[config.mk]
export PLATFORM = sky130hd
export DESIGN_NAME = data_bus_demux
export DESIGN_NICKNAME = d
export VERILOG_FILES = /design/src/rtl/soc_bus_pkg.sv /design/src/rtl/bus_err_responder.sv /design/src/rtl/data_bus_demux.sv
export SDC_FILE = /design/constraint.sdc
export NUM_CORES = 1
export LEC_CHECK = 0
export ABC_CLOCK_PERIOD_IN_PS = 4260
export CAP_MARGIN = 20
export CELL_PAD_IN_SITES_DETAIL_PLACEMENT = 0
export CELL_PAD_IN_SITES_GLOBAL_PLACEMENT = 1
export CORE_ASPECT_RATIO = 0.6
export CORE_MARGIN = 4
export CORE_UTILIZATION = 18
export CTS_CLUSTER_DIAMETER = 100
export DETAILED_ROUTE_END_ITERATION = 16
export PLACE_DENSITY = 0.88
export SETUP_SLACK_MARGIN = 0.15
export SYNTH_ARGS = -nofsm -noshare
export SYNTH_HDL_FRONTEND = slang
export SYNTH_SLANG_ARGS = --single-unit
[constraint.sdc]
create_clock -name clk -period 4.26 [get_ports clk]
set_clock_uncertainty 0.05 [all_clocks]
set_input_delay 0.852 -clock clk [delete_from_list [all_inputs] [get_ports clk]]
set_output_delay 0.852 -clock clk [all_outputs]
set_load 0.02 [all_outputs]
[src/rtl/soc_bus_pkg.sv]
// Shared SoC bus definitions: address-region descriptor, target encoding
// and the default four-slave region table.
package soc_bus_pkg;

  typedef struct packed {
    logic [31:0] base;
    logic [31:0] mask;
  } region_t;

  typedef logic [3:0] tgt_t;

  localparam tgt_t UNMAPPED = 4'hF;

  localparam int DEF_NUM_REGIONS = 4;

  localparam region_t DEF_REGIONS [DEF_NUM_REGIONS] = '{
    '{base: 32'h0000_0000, mask: 32'hFFFF_0000},
    '{base: 32'h1000_0000, mask: 32'hFFFF_F000},
    '{base: 32'h2000_0000, mask: 32'hFFFF_F000},
    '{base: 32'h3000_0000, mask: 32'hFFFF_F000}
  };

endpackage

[src/rtl/bus_err_responder.sv]
// Default slave for unmapped addresses: answers every accepted request one
// cycle later with an error response and zero read data.
module bus_err_responder #(
  parameter int DATA_W = 32
) (
  input  logic              clk,
  input  logic              rst,
  input  logic              fire,
  output logic              rvalid,
  output logic              err,
  output logic [DATA_W-1:0] rdata
);

  always_ff @(posedge clk or negedge rst) begin
    if (!rst) begin
      rvalid <= 1'b0;
    end else begin
      rvalid <= fire;
    end
  end

  assign err   = rvalid;
  assign rdata = '0;

endmodule

[src/rtl/data_bus_demux.sv]
// Single-master to NUM_SLAVES data bus demultiplexer with address decode,
// in-order outstanding tracking and an internal error responder.
module data_bus_demux
  import soc_bus_pkg::*;
#(
  parameter int NUM_SLAVES = 4,
  parameter int DATA_W     = 32,
  parameter int ADDR_W     = 32,
  parameter int MAX_OUTST  = 2,
  parameter logic [ADDR_W-1:0] REGION_BASE [NUM_SLAVES] = '{
    DEF_REGIONS[0].base, DEF_REGIONS[1].base, DEF_REGIONS[2].base, DEF_REGIONS[3].base},
  parameter logic [ADDR_W-1:0] REGION_MASK [NUM_SLAVES] = '{
    DEF_REGIONS[0].mask, DEF_REGIONS[1].mask, DEF_REGIONS[2].mask, DEF_REGIONS[3].mask}
) (
  input  logic                               clk,
  input  logic                               rst,
  input  logic                               data_req,
  input  logic                               data_we,
  input  logic [DATA_W/8-1:0]                data_be,
  input  logic [ADDR_W-1:0]                  data_addr,
  input  logic [DATA_W-1:0]                  data_wdata,
  output logic                               data_gnt,
  output logic                               data_rvalid,
  output logic                               data_err,
  output logic [DATA_W-1:0]                  data_rdata,
  output logic [NUM_SLAVES-1:0]              s_req,
  output logic                               s_we,
  output logic [DATA_W/8-1:0]                s_be,
  output logic [ADDR_W-1:0]                  s_addr,
  output logic [DATA_W-1:0]                  s_wdata,
  input  logic [NUM_SLAVES-1:0]              s_gnt,
  input  logic [NUM_SLAVES-1:0]              s_rvalid,
  input  logic [NUM_SLAVES-1:0]              s_err,
  input  logic [NUM_SLAVES-1:0][DATA_W-1:0]  s_rdata,
  output logic                               proto_err
);

  localparam logic [3:0] MAX_CNT = 4'(MAX_OUTST);

  tgt_t              dec_tgt;
  tgt_t              tgt;
  logic [3:0]        cnt;
  logic              mapped;
  logic              issue_ok;
  logic              hs;
  logic              rsp;
  logic              unexp;
  logic              err_rvalid;
  logic              err_err;
  logic [DATA_W-1:0] err_rdata;

  // Scanning downwards lets the lowest matching index overwrite the others.
  function automatic tgt_t decode(input logic [ADDR_W-1:0] addr);
    tgt_t t;
    t = UNMAPPED;
    for (int i = NUM_SLAVES - 1; i >= 0; i--) begin
      if ((addr & REGION_MASK[i]) == REGION_BASE[i]) t = tgt_t'(i);
    end
    return t;
  endfunction

  assign s_we    = data_we;
  assign s_be    = data_be;
  assign s_addr  = data_addr;
  assign s_wdata = data_wdata;

  // Responses arrive in order, so a new target may only be addressed once
  // everything outstanding has drained.
  always_comb begin
    dec_tgt  = decode(data_addr);
    mapped   = (dec_tgt != UNMAPPED);
    issue_ok = rst && data_req && (cnt < MAX_CNT) && ((cnt == 4'd0) || (dec_tgt == tgt));
    s_req    = '0;
    data_gnt = issue_ok && !mapped;
    for (int i = 0; i < NUM_SLAVES; i++) begin
      if (issue_ok && (dec_tgt == tgt_t'(i))) begin
        s_req[i] = 1'b1;
        data_gnt = s_gnt[i];
      end
    end
    hs = data_req && data_gnt;
  end

  always_comb begin
    data_rvalid = 1'b0;
    data_err    = 1'b0;
    data_rdata  = '0;
    unexp       = 1'b0;
    if (tgt == UNMAPPED) begin
      data_rvalid = err_rvalid;
      data_err    = err_err;
      data_rdata  = err_rdata;
    end
    for (int i = 0; i < NUM_SLAVES; i++) begin
      if (tgt == tgt_t'(i)) begin
        data_rvalid = s_rvalid[i] && (cnt != 4'd0);
        data_err    = s_err[i];
        data_rdata  = s_rdata[i];
      end
      if (s_rvalid[i] && ((cnt == 4'd0) || (tgt != tgt_t'(i)))) unexp = 1'b1;
    end
    rsp = data_rvalid;
  end

  always_ff @(posedge clk or negedge rst) begin
    if (!rst) begin
      cnt       <= 4'd0;
      tgt       <= UNMAPPED;
      proto_err <= 1'b0;
    end else begin
      case ({hs, rsp})
        2'b10:   cnt <= cnt + 4'd1;
        2'b01:   cnt <= cnt - 4'd1;
        default: cnt <= cnt;
      endcase
      if (hs) tgt <= dec_tgt;
      proto_err <= unexp;
    end
  end

  bus_err_responder #(
    .DATA_W (DATA_W)
  ) u_err_rsp (
    .clk    (clk),
    .rst    (rst),
    .fire   (hs && !mapped),
    .rvalid (err_rvalid),
    .err    (err_err),
    .rdata  (err_rdata)
  );

endmodule

==> impl_metrics.yaml, run 1 <==
outcome:
  status: "finished clean"
die:
  start_util_pct: 18.8
  dieArea_um2: 15700
  fp.dieW_um: 159
  num_rows: 32
  die_h_um: 98.6
  core_um2: 13100
  ios: 321
synthesis:
  synth_common_cells: "69 x buf_4, 34 x mux4_2, 32 x and2_1"
  synth_edf_count: 0
  syn_area_per_cell_um2: 9.82
  ys_async_sr_fraction_pct: 100
  synth-simple-area-share_pct: 17.4
  synth_xor_area_share_pct: 1.42
  synthDistinctLibCells: 46
  syn_area_um2: 2460
  ys.flop_type: "dfrtp_1"
  yosysMostFrequentCell: "buf_4"
  synth-compound-area-share_pct: 9.80
  yosysWarnings: 0
  synth.area.top_cells: "mux4_2 31%, buf_4 21%, and2_1 8.1%"
  synthMuxAreaShare_pct: 32.3
  synth_top_family_by_area: "multiplexers"
  netlist.area_leader.share_pct: 31.1
  syn-num-nets: 467
  yosysTopAreaCell: "mux4_2"
  synth_cells: 251
  ys_ff_latch: 9
  yosys.area_share.adder_pct: 2.34
  seq_area_frac_synth_pct: 9.29
routing:
  wl_per_cell_um: 19.0
  vias_per_cell: 4.50
  ant_nets: 0
  drt_first_pass_iters: 4
  drc: 0
  vias: 2561
  routed_wl_um: 10800
  drt_iter0_drc: 133
grt:
  grt_pass1_wl_um: 16400
  grt_use_total_pct: 13.0
  grt_overflow_total: 0
  grt_pass1_vias: 2748
  busiest_layer: "met2"
  grt_util_met1_pct: 16.5
  grt_max_degree: 35
  antenna_found_initial: 0
  met3_usage_pct: 5.77
  use_met2_pct: 21.5
layout:
  nNetsFinal: 616
  final_cells: 569
  antenna_cells: 0
  syn2layout_area_growth_pct: 78.5
  layout-drive-gt1-share_pct: 15.0
place:
  gp_congestion: 0.924
  dpl_worst_slack_ns: 0.0356
  dp_cells: 564
  portBuffers: 222
  place_hpwl_um: 9510
clock_tree:
  clkTransAtPathRegs_ns: 0.04
  clockRootBuffer: "clkbuf_16"
  clock_sinks: 9
  clockBufferDepth: 2
  cts-htree-levels: 1
  postCtsHoldBufs: 0
  clk_latency_ns: 0.24
  cts_made_buffers: 3
  cts_tree: "built"
setup_path:
  start_kind: "input port"
  timing.rr.start: "tgt[1]"
  reg2reg_slack_ns: 0.88
  reg2reg_depth: 12
  crit_type: "in -> out"
  critical_path.endpoint_type: "output port"
  rr_endpoint: "cnt[3]"
  critPathMaxFanout: 5
  required_ns: 3.36
  arrival_ns: 3.06
sta:
  max_slew_margin_pct: 39.1
  post-route-period-util_pct: 93.0
  fin_crit_ns: 3.96
  tightestPinTransition_ns: 0.912
  finalSetupViolations: 0
  fmax_mhz: 252
  hold_violations: 0
  setup_ws_ns: 0.298
  fin_setup_tns_ns: 0
  rsz0062_at_grt: "no"
  maxSlewViolCount: 0
power:
  p_per_area_nw_per_um2: 111
  ir_drop_uv: 90.8
  leakage_nw: 1.60
min_path:
  hold_path_depth: 1
  hold_path.class: "reg -> reg"
  hold_start: "cnt[3]"
  hold_end: "cnt[3]"
flow_run:
  drv_cap: 0
[state kept, by name, indices dropped and copies added, names as in the netlist]
| signal | count |
|---|---|
| u_err_rsp.err | 1 |
| cnt | 4 |
| tgt | 3 |
| proto_err | 1 |
[power breakdown]
group | internal [W] | switching (W)
Sequential | 0.0000863 | 0.0000000643
Clock | 0.000125 | 0.0000428
Combinational | 0.000173 | 0.0000616
Total | 0.000385 | 0.000104
[logic make-up (layout without fill, tap and decap cells)]
| group | count (synthesis) | count (layout) |
|---|---|---|
| compound gates | 31 | 31 |
| xor+xnor | 4 | 4 |
| fa+ha+maj | 4 | 4 |
| buf+inv | 95 | 243 |
| flops | 9 | 9 |
| mux | 37 | 37 |
| simple gates | 71 | 71 |
[through the flow]
| stage | hold WS (ns) | instance area, um2 | util [%] | total power (W) |
|---|---|---|---|---|
| detailed placement | 0.506 | 4310 | 32.8 | 0.000321 |
| finish | 0.510 | 4400 | 33.5 | 0.000489 |
| global placement | 0.490 | 4310 | 32.8 | 0.000317 |
| floorplan | 0.465 | 2460 | - | 0.000220 |
| CTS | 0.512 | 4380 | 33.4 | 0.000494 |
| global route | 0.532 | 4400 | 33.5 | 0.000511 |
[worst max-delay path, stage by stage]
cell             delay (ns)
clkdlybuf4s50_1        0.46
or4_4                  0.56
buf_4                  0.18
a41oi_4                0.26
a211oi_1               0.15
o211ai_1               0.21
buf_4                  0.16
inv_1                  0.05
buf_4                  0.15
[cells in the final DEF, fill, tap and decap left out, types with 2 or more instances in the layout]
cell and instances:
clkdlybuf4s50_1 217, mux4_2 34, and2_1 32, nor2_1 10, inv_1 9, a21oi_1 9
buf_4 9, nand2_1 7, dfrtp_1 6, o21ai_0 4, nor4_1 4, nor3_1 4
nand4_1 3, mux2i_1 3, ha_1 3, clkbuf_16 3, dlygate4sd2_1 3, dfstp_2 3
or2_2 2, a32oi_1 2, nor4_2 2, nand3_1 2, a211oi_1 2, xnor2_1 2
xor2_1 2, o21a_1 2
[routing by layer]
metal  up-vias  part of all wire, %  routed length [um]
li1       1153                    -                   -
met1      1259                   41                4440
met2       141                   48                5210
met3         8                   10                1100
met4         0                 0.56                  61
met5         -                    0                   0
[area by class of cell]
class | count | area (um2)
clock buffers | 4 | 78.8
fillers | 1281 | 8730
inverters | 9 | 33.8
multi-input cells | 147 | 1570
flip-flops and latches | 9 | 229
well taps | 170 | 213
repair buffers | 230 | 2280
[how the worst max path moves through the flow]
stage	to	start	cells after the start	slack, ns
2_1_floorplan	cnt[3]	data_addr[13]	12	0.87
3_3_place_gp	s_req[2]	data_addr[13]	7	0.12
3_5_place_dp	cnt[3]	data_addr[13]	13	0.04
4_1_cts	s_req[0]	data_addr[13]	8	0.16
5_1_grt	cnt[3]	data_addr[13]	14	0.17
6_report	data_gnt	data_addr[13]	9	0.30
[what timing repair did]
item,4_1_cts,5_1_grt
setup endpoints to repair,3,3
pin swaps,0,1
hold endpoints to repair,0,0
setup buffers,0,1
resized for setup,3,2
Note: power is estimated with default switching activity, not from simulation.
==> run 2: changes to the inputs <==
--- a/config.mk
+++ b/config.mk
@@ -5,11 +5,11 @@
 export SDC_FILE = /design/constraint.sdc
 export NUM_CORES = 1
 export LEC_CHECK = 0
+export ABC_AREA = 0
 export ABC_CLOCK_PERIOD_IN_PS = 4260
 export CAP_MARGIN = 20
 export CELL_PAD_IN_SITES_DETAIL_PLACEMENT = 0
 export CELL_PAD_IN_SITES_GLOBAL_PLACEMENT = 1
-export CORE_ASPECT_RATIO = 0.6
 export CORE_MARGIN = 4
 export CORE_UTILIZATION = 18
 export CTS_CLUSTER_DIAMETER = 100
==> constraint.sdc (replaced) <==
create_clock -name clk -period 4.26 [get_ports clk]
set_clock_uncertainty 0.05 [all_clocks]
set_input_delay 0.639 -clock clk [delete_from_list [all_inputs] [get_ports clk]]
set_output_delay 0.639 -clock clk [all_outputs]
set_load 0.02 [all_outputs]
==> run 2 against run 1 <==
Combinational power hardly changed. First-iteration DRC count is 49% lower. Wire length is 2.9% lower. Core utilization is 0.59 points lower. Critical endpoint is now s_req[2]. Largest power group unchanged.
==> impl_metrics.yaml, run 2 (same netlist as run 1, synthesis figures left out) <==
die:
  num_rows: 42
  ios: 321
  core_um2: 13300
  dieArea_um2: 15600
  die_h_um: 125
  start_util_pct: 18.5
  fp.dieW_um: 125
layout:
  largest_reg_flops: 4
  reg_top3: "cnt (4), tgt (3)"
  finish.instance_area_um2: 4390
  antenna_cells: 0
  syn2layout_area_growth_pct: 78.3
  mostFrequentLayoutCells: "222 x clkdlybuf4s50_1, 34 x mux4_2, 32 x and2_1, 10 x nor2_1"
  final_cells: 571
  fillers: 1319
  nNetsFinal: 612
  fin_util_pct: 32.9
  final_common_cell: "clkdlybuf4s50_1"
  layout-drive-gt1-share_pct: 13.9
  regMostFlops: "cnt"
routing:
  ant_nets: 0
  drt_iter0_drc: 68
  top_layer: "met4"
  wl_met1_um: 3900
  routed-wl-met3_um: 813
  wl_per_cell_um: 18.4
  routed_wl_um: 10500
  vias: 2446
  wl_met2_um: 5650
  vias_per_cell: 4.28
  drc: 0
  drt_first_pass_iters: 4
setup_path:
  cp_common_cell: "clkdlybuf4s50_1"
  critical_path.endpoint_type: "output port"
  required_ns: 3.57
  arrival_ns: 3.14
  path_delay_family: "buffers and inverters"
  cp_slowest_cell: "clkdlybuf4s50_1"
  critPathMaxFanout: 6
  slowest_delay_ns: 0.65
  crit_type: "in -> out"
  reg2reg_slack_ns: 1.02
  start_kind: "input port"
  critical_path_buf_inv_count: 2
  crit_chain: "clkdlybuf4s50_1 > or4_4 > a21o_2 > a21oi_4 > nand3_1 > nor4_2 > clkdlybuf4s50_1"
place:
  placed_area_um2: 4310
  gp_congestion: 0.849
  dp_cells: 567
  portBuffers: 222
  place_hpwl_um: 9180
sta:
  finalSetupViolations: 0
  fin_crit_ns: 3.83
  hold_violations: 0
  max_slew_margin_pct: 43.3
  tightestPinTransition_ns: 0.850
  fin_setup_tns_ns: 0
  rsz0062_at_grt: "no"
  maxSlewViolCount: 0
  fmax_mhz: 261
  post-route-period-util_pct: 90.0
power:
  pwr-share-seq_pct: 17.8
  leakage_nw: 1.55
  p_total_w: 0.000486
  intPower_w: 0.000384
  power.share.switching_pct: 20.9
  ir_drop_uv: 195
  combPwrFrac_pct: 48.0
  p_clk_share_pct: 34.2
  switchingPower_w: 0.000101
  p_per_area_nw_per_um2: 111
grt:
  antenna_found_initial: 0
  grt_pass1_vias: 2741
  grt_overflow_total: 0
  grt_max_degree: 35
  grt_pass1_wl_um: 15800
  grt_use_total_pct: 12.3
clock_tree:
  clock_sinks: 9
  clockBufferDepth: 2
  postCtsSetupBuffers: 0
  clockRootBuffer: "clkbuf_16"
  cts-htree-levels: 1
  clk_latency_ns: 0.23
  cts_tree: "built"
  clkTransAtPathRegs_ns: 0.04
  cts_made_buffers: 3
flow_run:
  drv_cap: 0
outcome:
  status: "finished clean"
min_path:
  hold_path.class: "reg -> reg"
==> run 2: cell types whose count changed in the layout (fill, tap and decap cells not counted), sizes merged <==
cell,previous run,this run
buf,9,4
clkdlybuf4s50,217,222
dlygate4sd2,3,0
dlymetal6s2s,1,0
==> run 2: path summary, 6_finish.rpt <==
path	startpoint	end	cells past startpoint
min in group asynchronous	rst	proto_err	1
worst max-delay path	data_addr[13]	s_req[2]	7
worst max register to register	tgt[1]	cnt[3]	11
worst min-delay path	cnt[3]	cnt[3]	1
worst min register to register	cnt[3]	cnt[3]	1
max in group asynchronous	rst	tgt[0]	1
==> run 2: routing by layer <==
metal  GRT usage (%)  up-vias
li1                -     1145
met1            13.5     1142
met3            3.58       24
met2            24.0      135
met5               0        -
met4            1.85        0
==> run 2: per-stage QoR <==
| stage | setup slack [ns] | hold slack [ns] |
|---|---|---|
| detailed placement | 0.356 | 0.495 |
| finish | 0.427 | 0.502 |
| floorplan | 1.09 | 0.293 |
| global placement | 0.446 | 0.481 |
| CTS | 0.369 | 0.500 |
| global route | 0.166 | 0.545 |
==> run 2: repair_timing <==
item                       CTS  global route
gates resized for setup      0             1
hold buffers                 0             0
setup endpoints to repair    0             1
hold endpoints to repair     0             0
==> run 2: final cells by class <==
| class | instances | area [um2] | share of cell area (%) |
|---|---|---|---|
| Multi-Input combinational cell | 147 | 1570 | 35.6 |
| Inverter | 9 | 33.8 | 0.769 |
| Timing Repair Buffer | 226 | 2260 | 51.6 |
| Tap cell | 176 | 220 | 5.01 |
| Clock buffer | 4 | 78.8 | 1.79 |
| Sequential cell | 9 | 229 | 5.21 |
==> run 2: power groups by stage <==
stage | logic (W) | registers [W] | clock network, W
6_report | 0.000233 | 0.0000864 | 0.000166
5_1_grt | 0.000245 | 0.0000863 | 0.000176
4_1_cts | 0.000234 | 0.0000864 | 0.000170
3_5_place_dp | 0.000233 | 0.0000874 | 0
3_3_place_gp | 0.000230 | 0.0000874 | 0
2_1_floorplan | 0.000132 | 0.0000877 | 0
==> run 3: changes to the inputs <==
--- a/config.mk
+++ b/config.mk
@@ -6,15 +6,15 @@
 export NUM_CORES = 1
 export LEC_CHECK = 0
 export ABC_AREA = 0
-export ABC_CLOCK_PERIOD_IN_PS = 4260
+export ABC_CLOCK_PERIOD_IN_PS = 3200
 export CAP_MARGIN = 20
 export CELL_PAD_IN_SITES_DETAIL_PLACEMENT = 0
 export CELL_PAD_IN_SITES_GLOBAL_PLACEMENT = 1
 export CORE_MARGIN = 4
-export CORE_UTILIZATION = 18
+export CORE_UTILIZATION = 15
 export CTS_CLUSTER_DIAMETER = 100
 export DETAILED_ROUTE_END_ITERATION = 16
-export PLACE_DENSITY = 0.88
+export PLACE_DENSITY = 0.78
 export SETUP_SLACK_MARGIN = 0.15
 export SYNTH_ARGS = -nofsm -noshare
 export SYNTH_HDL_FRONTEND = slang
==> constraint.sdc (replaced) <==
create_clock -name clk -period 3.2 [get_ports clk]
set_clock_uncertainty 0.05 [all_clocks]
set_input_delay 0.48 -clock clk [delete_from_list [all_inputs] [get_ports clk]]
set_output_delay 0.48 -clock clk [all_outputs]
set_load 0.02 [all_outputs]
==> run 3 against run 2 <==
Global-route usage shrank 1.4 points. Power grew 35%. Hold slack lost 0.00064 ns. Worst setup slack lost 0.20 ns. First-iteration DRC count shrank 41%. Final cell count grew 12%. Final area grew 6.6%. Register-to-register slack lost 0.57 ns.
==> impl_metrics.yaml, run 3 (same netlist as run 1, synthesis figures left out) <==
sta:
  maxSlewViolCount: 0
  max_slew_margin_pct: 45.7
  fin_crit_ns: 2.97
  fmax_mhz: 337
  setup_ws_ns: 0.230
  finalSetupViolations: 0
  post-route-period-util_pct: 92.8
  rsz0062_at_grt: "yes"
  tightestPinTransition_ns: 0.813
  fin_hold_ws_ns: 0.501
  hold_violations: 0
setup_path:
  critical_path.endpoint_type: "output port"
  crit_start: "data_addr[29]"
  arrival_ns: 2.44
  reg2reg_depth: 11
  slowest_delay_ns: 0.52
  rr_endpoint: "cnt[3]"
  crit_chain: "clkdlybuf4s50_1 > or2_4 > a41oi_4 > buf_4 > buf_4 > buf_4 > a21oi_1 > nand3_1 > nor2_1 > clkdlybuf4s15_1"
  critical_path_buf_inv_count: 5
  crit_type: "in -> out"
  critPathMaxFanout: 4
  worst-path-stages: 10
  cp_common_cell: "buf_4"
  required_ns: 2.67
  cp_slowest_cell: "clkdlybuf4s50_1"
  start_kind: "input port"
  timing.rr.start: "cnt[0]"
  cp-endpoint: "s_req[0]"
  reg2reg_slack_ns: 0.45
  path_delay_family: "buffers and inverters"
layout:
  regArea_um2: 229
  fillers: 1677
  finish.instance_area_um2: 4680
  final_common_cell: "clkdlybuf4s50_1"
  fin_util_pct: 29.2
  multi_input_area_um2: 1610
  layout-drive-gt1-share_pct: 22.0
  mostFrequentLayoutCells: "202 x clkdlybuf4s50_1, 34 x mux4_2, 32 x and2_1, 27 x buf_4"
  largest_reg_flops: 4
  nNetsFinal: 635
  regMostFlops: "cnt"
  final_cells: 637
  syn2layout_area_growth_pct: 89.9
  reg_top3: "cnt (4), tgt (3)"
clock_tree:
  clk_latency_ns: 0.23
  cts_tree: "built"
  postCtsHoldBufs: 0
  cts_made_buffers: 3
  cts-htree-levels: 1
  clockBufferDepth: 2
  clkTransAtPathRegs_ns: 0.04
  clockRootBuffer: "clkbuf_16"
  clock_sinks: 9
routing:
  drt_iter0_drc: 40
  ant_nets: 0
  vias_per_cell: 4.03
  drc: 0
  routed_wl_um: 11500
  wl_per_cell_um: 18.0
  vias: 2566
  drt_first_pass_iters: 4
power:
  intPower_w: 0.000517
  combPwrFrac_pct: 49.2
  p_clk_share_pct: 33.2
  power.share.switching_pct: 21.1
  leakage_nw: 1.78
  switchingPower_w: 0.000138
  pwr-share-seq_pct: 17.5
  ir_drop_uv: 127
  p_per_area_nw_per_um2: 140
die:
  fp.dieW_um: 136
  num_rows: 46
  start_util_pct: 15.4
  die_h_um: 136
  core_um2: 16000
  ios: 321
  dieArea_um2: 18500
grt:
  grt_pass1_wl_um: 15800
  antenna_found_initial: 2
  grt_overflow_total: 0
  grt_pass1_vias: 2755
  grt_use_total_pct: 11.0
  grt_max_degree: 35
min_path:
  hold_path.class: "reg -> reg"
place:
  placed_area_um2: 4490
  dp_cells: 625
  gp_congestion: 0.783
  place_hpwl_um: 9860
  dpl_worst_slack_ns: -0.345
  portBuffers: 222
outcome:
  status: "finished clean"
flow_run:
  drv_cap: 0
run 3: timing repair:
action | in CTS | in global routing
setup buffers | 4 | 0
gates resized for setup | 16 | 25
pin swaps | 8 | 10
gates cloned | 0 | 1
setup endpoints to repair | 8 | 10
run 3: area by class of cell:
cell class / instances / area share (%)
Tap cell: 216 / 5.78
Inverter: 9 / 0.722
Sequential cell: 9 / 4.89
Antenna cell: 3 / 0.160
Multi-Input combinational cell: 147 / 34.4
Timing Repair Buffer: 249 / 52.3
Clock buffer: 4 / 1.68
run 3: worst min-delay path by stage:
stage	start	to	slack [ns]	cells after the start
3_5_place_dp	cnt[3]	cnt[3]	0.50	1
3_3_place_gp	cnt[3]	cnt[3]	0.49	1
5_1_grt	rst	cnt[0]	0.53	2
6_report	cnt[3]	cnt[3]	0.50	1
2_1_floorplan	rst	cnt[0]	0.13	0
4_1_cts	cnt[3]	cnt[3]	0.50	1
run 3: power groups by stage:
| stage | Combinational [W] | Sequential, W | Clock, W |
|---|---|---|---|
| 2_1_floorplan | 0.000176 | 0.000117 | 0 |
| 3_3_place_gp | 0.000317 | 0.000116 | 0 |
| 3_5_place_dp | 0.000320 | 0.000116 | 0 |
| 4_1_cts | 0.000326 | 0.000115 | 0.000221 |
| 5_1_grt | 0.000340 | 0.000115 | 0.000226 |
| 6_report | 0.000323 | 0.000115 | 0.000218 |
run 3: through the flow:
step / TNS, ns / power [W]
global placement: -1.18 / 0.000433
CTS: 0 / 0.000662
floorplan: 0 / 0.000293
detailed placement: -1.56 / 0.000437
finish: 0 / 0.000655
global route: 0 / 0.000681
run 3: layer usage:
metal  track usage (%)  up-vias  part of all wire [%]
li1                  -     1188                     -
met1              10.4     1216                    32
met2              21.4      143                    55
met3              4.18       19                    10
met4              3.75        0                   2.4
met5                 0        -                     0
